--- src/rtl/dmb_pkg.sv ---
// rtl/dmb_pkg.sv - shared types and op helpers for the data memory bridge
package dmb_pkg;

  typedef enum logic [2:0] {
    LD_B  = 3'd0,
    LD_H  = 3'd1,
    LD_W  = 3'd2,
    LD_BU = 3'd3,
    LD_HU = 3'd4,
    ST_B  = 3'd5,
    ST_H  = 3'd6,
    ST_W  = 3'd7
  } mem_op_e;

  typedef enum logic [1:0] {
    IDLE   = 2'd0,
    ACCESS = 2'd1,
    WRITE  = 2'd2,
    RESP   = 2'd3
  } dmb_state_e;

  function automatic logic is_load(mem_op_e op);
    return (op == LD_B) || (op == LD_H) || (op == LD_W) ||
           (op == LD_BU) || (op == LD_HU);
  endfunction

  function automatic logic is_subword_store(mem_op_e op);
    return (op == ST_B) || (op == ST_H);
  endfunction

  function automatic logic is_misaligned(mem_op_e op, logic [1:0] off);
    logic half_op;
    logic word_op;
    half_op = (op == LD_H) || (op == LD_HU) || (op == ST_H);
    word_op = (op == LD_W) || (op == ST_W);
    return (half_op && off[0]) || (word_op && (off != 2'b00));
  endfunction

endpackage

--- src/rtl/data_mem_bridge_lane.sv ---
// rtl/data_mem_bridge_lane.sv - dmb_lane_unit: load lane extract/extend and store lane merge
module dmb_lane_unit
  import dmb_pkg::*;
(
  input  mem_op_e     op,
  input  logic [1:0]  off,
  input  logic [31:0] word,
  input  logic [15:0] wdata,
  output logic [31:0] load_data,
  output logic [31:0] merged
);

  logic [31:0] shifted;
  logic [7:0]  byte_v;
  logic [15:0] half_v;

  always_comb begin
    shifted   = word >> {off, 3'b000};
    byte_v    = shifted[7:0];
    half_v    = off[1] ? word[31:16] : word[15:0];
    load_data = 32'h0;
    case (op)
      LD_B:    load_data = {{24{byte_v[7]}}, byte_v};
      LD_BU:   load_data = {24'h0, byte_v};
      LD_H:    load_data = {{16{half_v[15]}}, half_v};
      LD_HU:   load_data = {16'h0, half_v};
      LD_W:    load_data = word;
      default: load_data = 32'h0;
    endcase

    merged = word;
    if (op == ST_B) begin
      merged[{off, 3'b000} +: 8] = wdata[7:0];
    end else if (op == ST_H) begin
      if (off[1]) merged[31:16] = wdata;
      else        merged[15:0]  = wdata;
    end
  end

endmodule

--- src/rtl/data_mem_bridge.sv ---
// rtl/data_mem_bridge.sv - CPU MEM stage to word-wide data RAM bridge with sub-word RMW
// Optional alignment checking with resp_err when DMB_ALIGN_CHECK_EN is defined.
module data_mem_bridge
  import dmb_pkg::*;
#(
  parameter int ADDR_W = 10
) (
  input  logic              clk,
  input  logic              rst,
  input  logic              req_valid,
  output logic              req_ready,
  input  logic [2:0]        req_op,
  input  logic [31:0]       req_addr,
  input  logic [31:0]       req_wdata,
  output logic              resp_valid,
  output logic [31:0]       resp_rdata,
  output logic              resp_err,
  output logic              ram_we,
  output logic [ADDR_W-1:0] ram_a,
  output logic [31:0]       ram_d,
  input  logic [31:0]       ram_spo
);

  dmb_state_e        state_q, state_d;
  mem_op_e           op_q, op_d;
  logic [ADDR_W+1:0] addr_q, addr_d;
  logic [31:0]       wdata_q, wdata_d;
  logic [31:0]       rdata_q, rdata_d;
  logic [31:0]       merge_q, merge_d;
  logic              err_q, err_d;

  logic [31:0] lane_word;
  logic [31:0] load_data;
  logic [31:0] merged;
  logic        misalign;
  logic        unused_addr_hi;

  assign unused_addr_hi = ^req_addr[31:ADDR_W+2];

`ifdef DMB_ALIGN_CHECK_EN
  assign misalign = is_misaligned(op_q, addr_q[1:0]);
`else
  assign misalign = 1'b0;
`endif

  // WRITE merges into the word captured during ACCESS, not the live RAM output.
  assign lane_word = (state_q == WRITE) ? merge_q : ram_spo;

  dmb_lane_unit u_lane (
    .op        (op_q),
    .off       (addr_q[1:0]),
    .word      (lane_word),
    .wdata     (wdata_q[15:0]),
    .load_data (load_data),
    .merged    (merged)
  );

  always_comb begin
    state_d = state_q;
    op_d    = op_q;
    addr_d  = addr_q;
    wdata_d = wdata_q;
    rdata_d = rdata_q;
    merge_d = merge_q;
    err_d   = err_q;
    ram_we  = 1'b0;
    ram_d   = 32'h0;
    case (state_q)
      IDLE: begin
        if (req_valid) begin
          op_d    = mem_op_e'(req_op);
          addr_d  = req_addr[ADDR_W+1:0];
          wdata_d = req_wdata;
          rdata_d = 32'h0;
          err_d   = 1'b0;
          state_d = ACCESS;
        end
      end
      ACCESS: begin
        state_d = RESP;
        if (misalign) begin
          err_d = 1'b1;
        end else if (is_load(op_q)) begin
          rdata_d = load_data;
        end else if (op_q == ST_W) begin
          ram_we = 1'b1;
          ram_d  = wdata_q;
        end else if (is_subword_store(op_q)) begin
          merge_d = ram_spo;
          state_d = WRITE;
        end
      end
      WRITE: begin
        ram_we  = 1'b1;
        ram_d   = merged;
        state_d = RESP;
      end
      RESP: begin
        state_d = IDLE;
      end
      default: state_d = IDLE;
    endcase
  end

  always_ff @(posedge clk or posedge rst) begin
    if (rst) begin
      state_q <= IDLE;
      op_q    <= LD_B;
      addr_q  <= '0;
      wdata_q <= 32'h0;
      rdata_q <= 32'h0;
      merge_q <= 32'h0;
      err_q   <= 1'b0;
    end else begin
      state_q <= state_d;
      op_q    <= op_d;
      addr_q  <= addr_d;
      wdata_q <= wdata_d;
      rdata_q <= rdata_d;
      merge_q <= merge_d;
      err_q   <= err_d;
    end
  end

  assign req_ready  = (state_q == IDLE);
  assign resp_valid = (state_q == RESP);
  assign resp_rdata = rdata_q;
  assign resp_err   = err_q;
  assign ram_a      = addr_q[ADDR_W+1:2];

endmodule

--- config.mk ---
export PLATFORM = sky130hd
export DESIGN_NAME = data_mem_bridge
export DESIGN_NICKNAME = d
export VERILOG_FILES = /design/src/rtl/dmb_pkg.sv /design/src/rtl/data_mem_bridge_lane.sv /design/src/rtl/data_mem_bridge.sv
export SDC_FILE = /design/constraint.sdc
export NUM_CORES = 1
export LEC_CHECK = 0
export ABC_AREA = 0
export CORE_MARGIN = 5
export CORE_UTILIZATION = 40
export DETAILED_ROUTE_END_ITERATION = 10
export GPL_ROUTABILITY_DRIVEN = 0
export PLACE_DENSITY = 0.69
export SLEW_MARGIN = 5
export SYNTH_ARGS = -nofsm -noshare
export SYNTH_HDL_FRONTEND = slang
export SYNTH_SLANG_ARGS = --single-unit
--- constraint.sdc ---
create_clock -name clk -period 4.6 [get_ports clk]
set_clock_uncertainty 0.2 [all_clocks]
set_input_delay 0.69 -clock clk [delete_from_list [all_inputs] [get_ports clk]]
set_output_delay 0.69 -clock clk [all_outputs]
set_load 0.05 [all_outputs]
==> metrics, run 1 <==
status finished, final reports clean; first drt pass iteration count 5; CP arrival 3.27 ns; Cell Rows 46; total gr overflow 0; pre-CTS setup slack 0.688 ns; initial drt markers 492; MaxCap Viol Count 0; Worst Reg-to-Reg Cells 6; clk slew on worst S/H paths 0.05 ns; CTS tree yes; WL final 20.6 mm; DP HPWL 15.6 mm; DR vias/cell 5.79; Fin. Hold Viols 0; Worst VDD drop 0.360 mV; Post-Synth Simple-Gate Area 7.75%; number of global-route vias before repair 5494; # IOs 180; fmax 241 MHz; largest family of logic cells by synthesized area multiplexers; CTS Buffer Depth 2; cell taking the most area after synthesis dfrtp_1; Worst-Margin Slew 1.11 ns; register area share after synthesis 43.6%; drt wl/cell 22.2 µm; GRT Total Usage 22.4%; Nets 810; number of CTS-inserted buffers 17; Die W 137 µm; share of cells above drive strength 1 27.0%; Reg-to-Reg End resp_rdata[28]$_DFFE_PP0P_; worst hold path stage count 1; Area growth syn-to-layout 36.0%; Yosys Warn Count 0; min Tclk post-route 4.16 ns; post-route ant nets 0; post-synthesis cell type count 60; number of hold buffers added after CTS 0; final worst slack 0.442 ns; core area 15900 µm²; Synth Instances 557; Synth async-reset ratio 100%; Clock Sinks 113; r2r setup slk 1.76 ns; CP Class reg2out; initial antenna violation count 2; Max-slew headroom 25.7%; die extent in y 137 µm; period utilization 90.4%; Root Buffer clkbuf_16; multiplexer share of the synthesized area 23.8%; crit end category output port; top_reg_cell synth dfrtp_1; unrepaired setup endpoints after global routing no; flops & latches, synth 113; Hold Path Sink resp_rdata[21]$_DFFE_PP0P_; Final setup viols 0; pwr/cell area 838 nW/µm²; worst r2r src state_q[0]$_DFFE_PP0P_; crit-path max FO 21; Mapped Nets 668; worst hold start resp_rdata[21]$_DFFE_PP0P_; CP Launch Type register; full die area 18900 µm²; worst skew pair latency 0.42 ns; Via Count 5385; Area contributors post-synth dfrtp_1 44%, mux2_2 17%, mux4_2 3.8%; CP required 3.71 ns; Synth Area in XOR/XNOR 0.270%; Yosys top cell area share 43.6%; largest net degree at the start of global routing 75; first-pass GRT wire length 31.9 mm; H-tree depth 4; Final Util 55.6%; Synth Area in Compound Gates 16.8%; Fill cells 1392; Syn Area/Cell 11.7 µm²; Starting Density 40.9%; Post-synth EDFFs 0; synthesized area 6490 µm²; Sum Neg Setup Slack 0 ns; drt drc 0; static leakage 3.65 nW; Port Buffers 158; Hold Path Class reg2reg; final number of max-transition violations 0; Synth Area in Adders 1.74%
-- cell usage in the layout (no fill, tap or decap), drive strengths merged, types with 18 or more instances in the layout --
master,synthesis,layout
a21oi,18,18
mux2i,18,18
nand2,24,24
mux2,98,98
dfrtp,113,113
buf,42,39
nor3,30,30
o21ai,19,19
clkbuf,16,21
clkdlybuf4s50,0,142
-- state kept, by name, summed over array words and instances, names as in the netlist --
name,count
addr_q,12
merge_q,32
op_q,3
resp_rdata,32
state_q,2
wdata_q,32
-- repair_timing --
item,4_1_cts,5_1_grt
gates resized for setup,0,1
endpoints found under the setup margin,0,1
buffers inserted,0,0
-- cells by family after synthesis --
family	after synthesis
other	1
buffers and inverters	74
AND/OR/NAND/NOR	92
adder cells (fa/ha/maj)	9
XOR/XNOR	2
flip-flops	113
multiplexers	127
AO/OA/AOI/OAI	139
-- synth_stat cells, drive strengths merged, types with 3 or more instances --
library cell    n
a211o           8
a211oi          4
a21oi          18
a221o           9
a221oi          9
a222oi          7
a22oi           8
a32o            9
a32oi          14
a41oi           7
buf            42
clkbuf         16
dfrtp         113
ha              9
inv            16
mux2           98
mux2i          18
mux4           11
nand2          24
nand2b          3
nor2           14
nor3           30
o211ai          4
o21ai          19
o221ai          8
o22a            8
-- metal layers --
metal,wire [µm],vias up,GRT usage [%]
met5,0,-,0
met4,569,0,8.76
met3,1670,35,5.73
met2,9750,242,35.3
met1,8610,2670,29.7
li1,-,2438,-
-- final cells by class --
cell class                 count  area (µm²)  share of cell area (%)
antenna                        2        5.00                  0.0567
clock buffer                  21         460                    5.22
clock inverter                11         113                    1.28
inverter                      16        62.6                   0.709
multi-input combinational    370        3270                    37.1
sequential                   113        2830                    32.0
tap                          216         270                    3.06
timing repair buffer         181        1810                    20.5
-- through the flow --
| stage | std cells | power, mW | instance area, µm² | hold slack, ns |
|---|---|---|---|---|
| 2_1_floorplan | 557 | 4.79 | 6490 | 0.270 |
| 3_3_place_gp | 896 | 5.96 | 8250 | 0.284 |
| 3_5_place_dp | 896 | 6.07 | 8250 | 0.279 |
| 4_1_cts | 928 | 7.38 | 8820 | 0.291 |
| 5_1_grt | 930 | 7.75 | 8830 | 0.317 |
| 6_report | 930 | 7.40 | 8830 | 0.292 |
-- where the power goes --
part	internal [mW]	total (mW)	leakage [nW]	switching, mW
logic	1.70	4.23	1.97	2.53
registers	1.47	1.89	1.40	0.416
clock network	0.818	1.28	0.278	0.463
-- worst max-delay path, stage by stage, from the launching register on --
cell	delay, ns
dfrtp_1	0.37
and3b_1	0.74
a41o_1	0.27
nand3_1	0.24
o221ai_1	0.35
clkdlybuf4s50_1	0.87
-- worst max path at each step --
stage,from,end,slack [ns],cells past startpoint
2_1_floorplan,addr_q[1]$_DFFE_PP0P_,ram_d[24],0.51,9
3_3_place_gp,addr_q[1]$_DFFE_PP0P_,ram_d[7],0.77,7
3_5_place_dp,addr_q[1]$_DFFE_PP0P_,ram_d[16],0.69,6
4_1_cts,addr_q[1]$_DFFE_PP0P_,ram_d[16],0.20,6
5_1_grt,op_q[1]$_DFFE_PP0P_,ram_d[21],0.23,5
6_report,op_q[1]$_DFFE_PP0P_,ram_d[21],0.44,5
(Power assumes the default switching activity.)
==> run 2, diff against run 1 <==
ABC_AREA = default   (was 0)
==> results of run 2 <==
Final layout, timing and power as in run 1 (identical DEF).
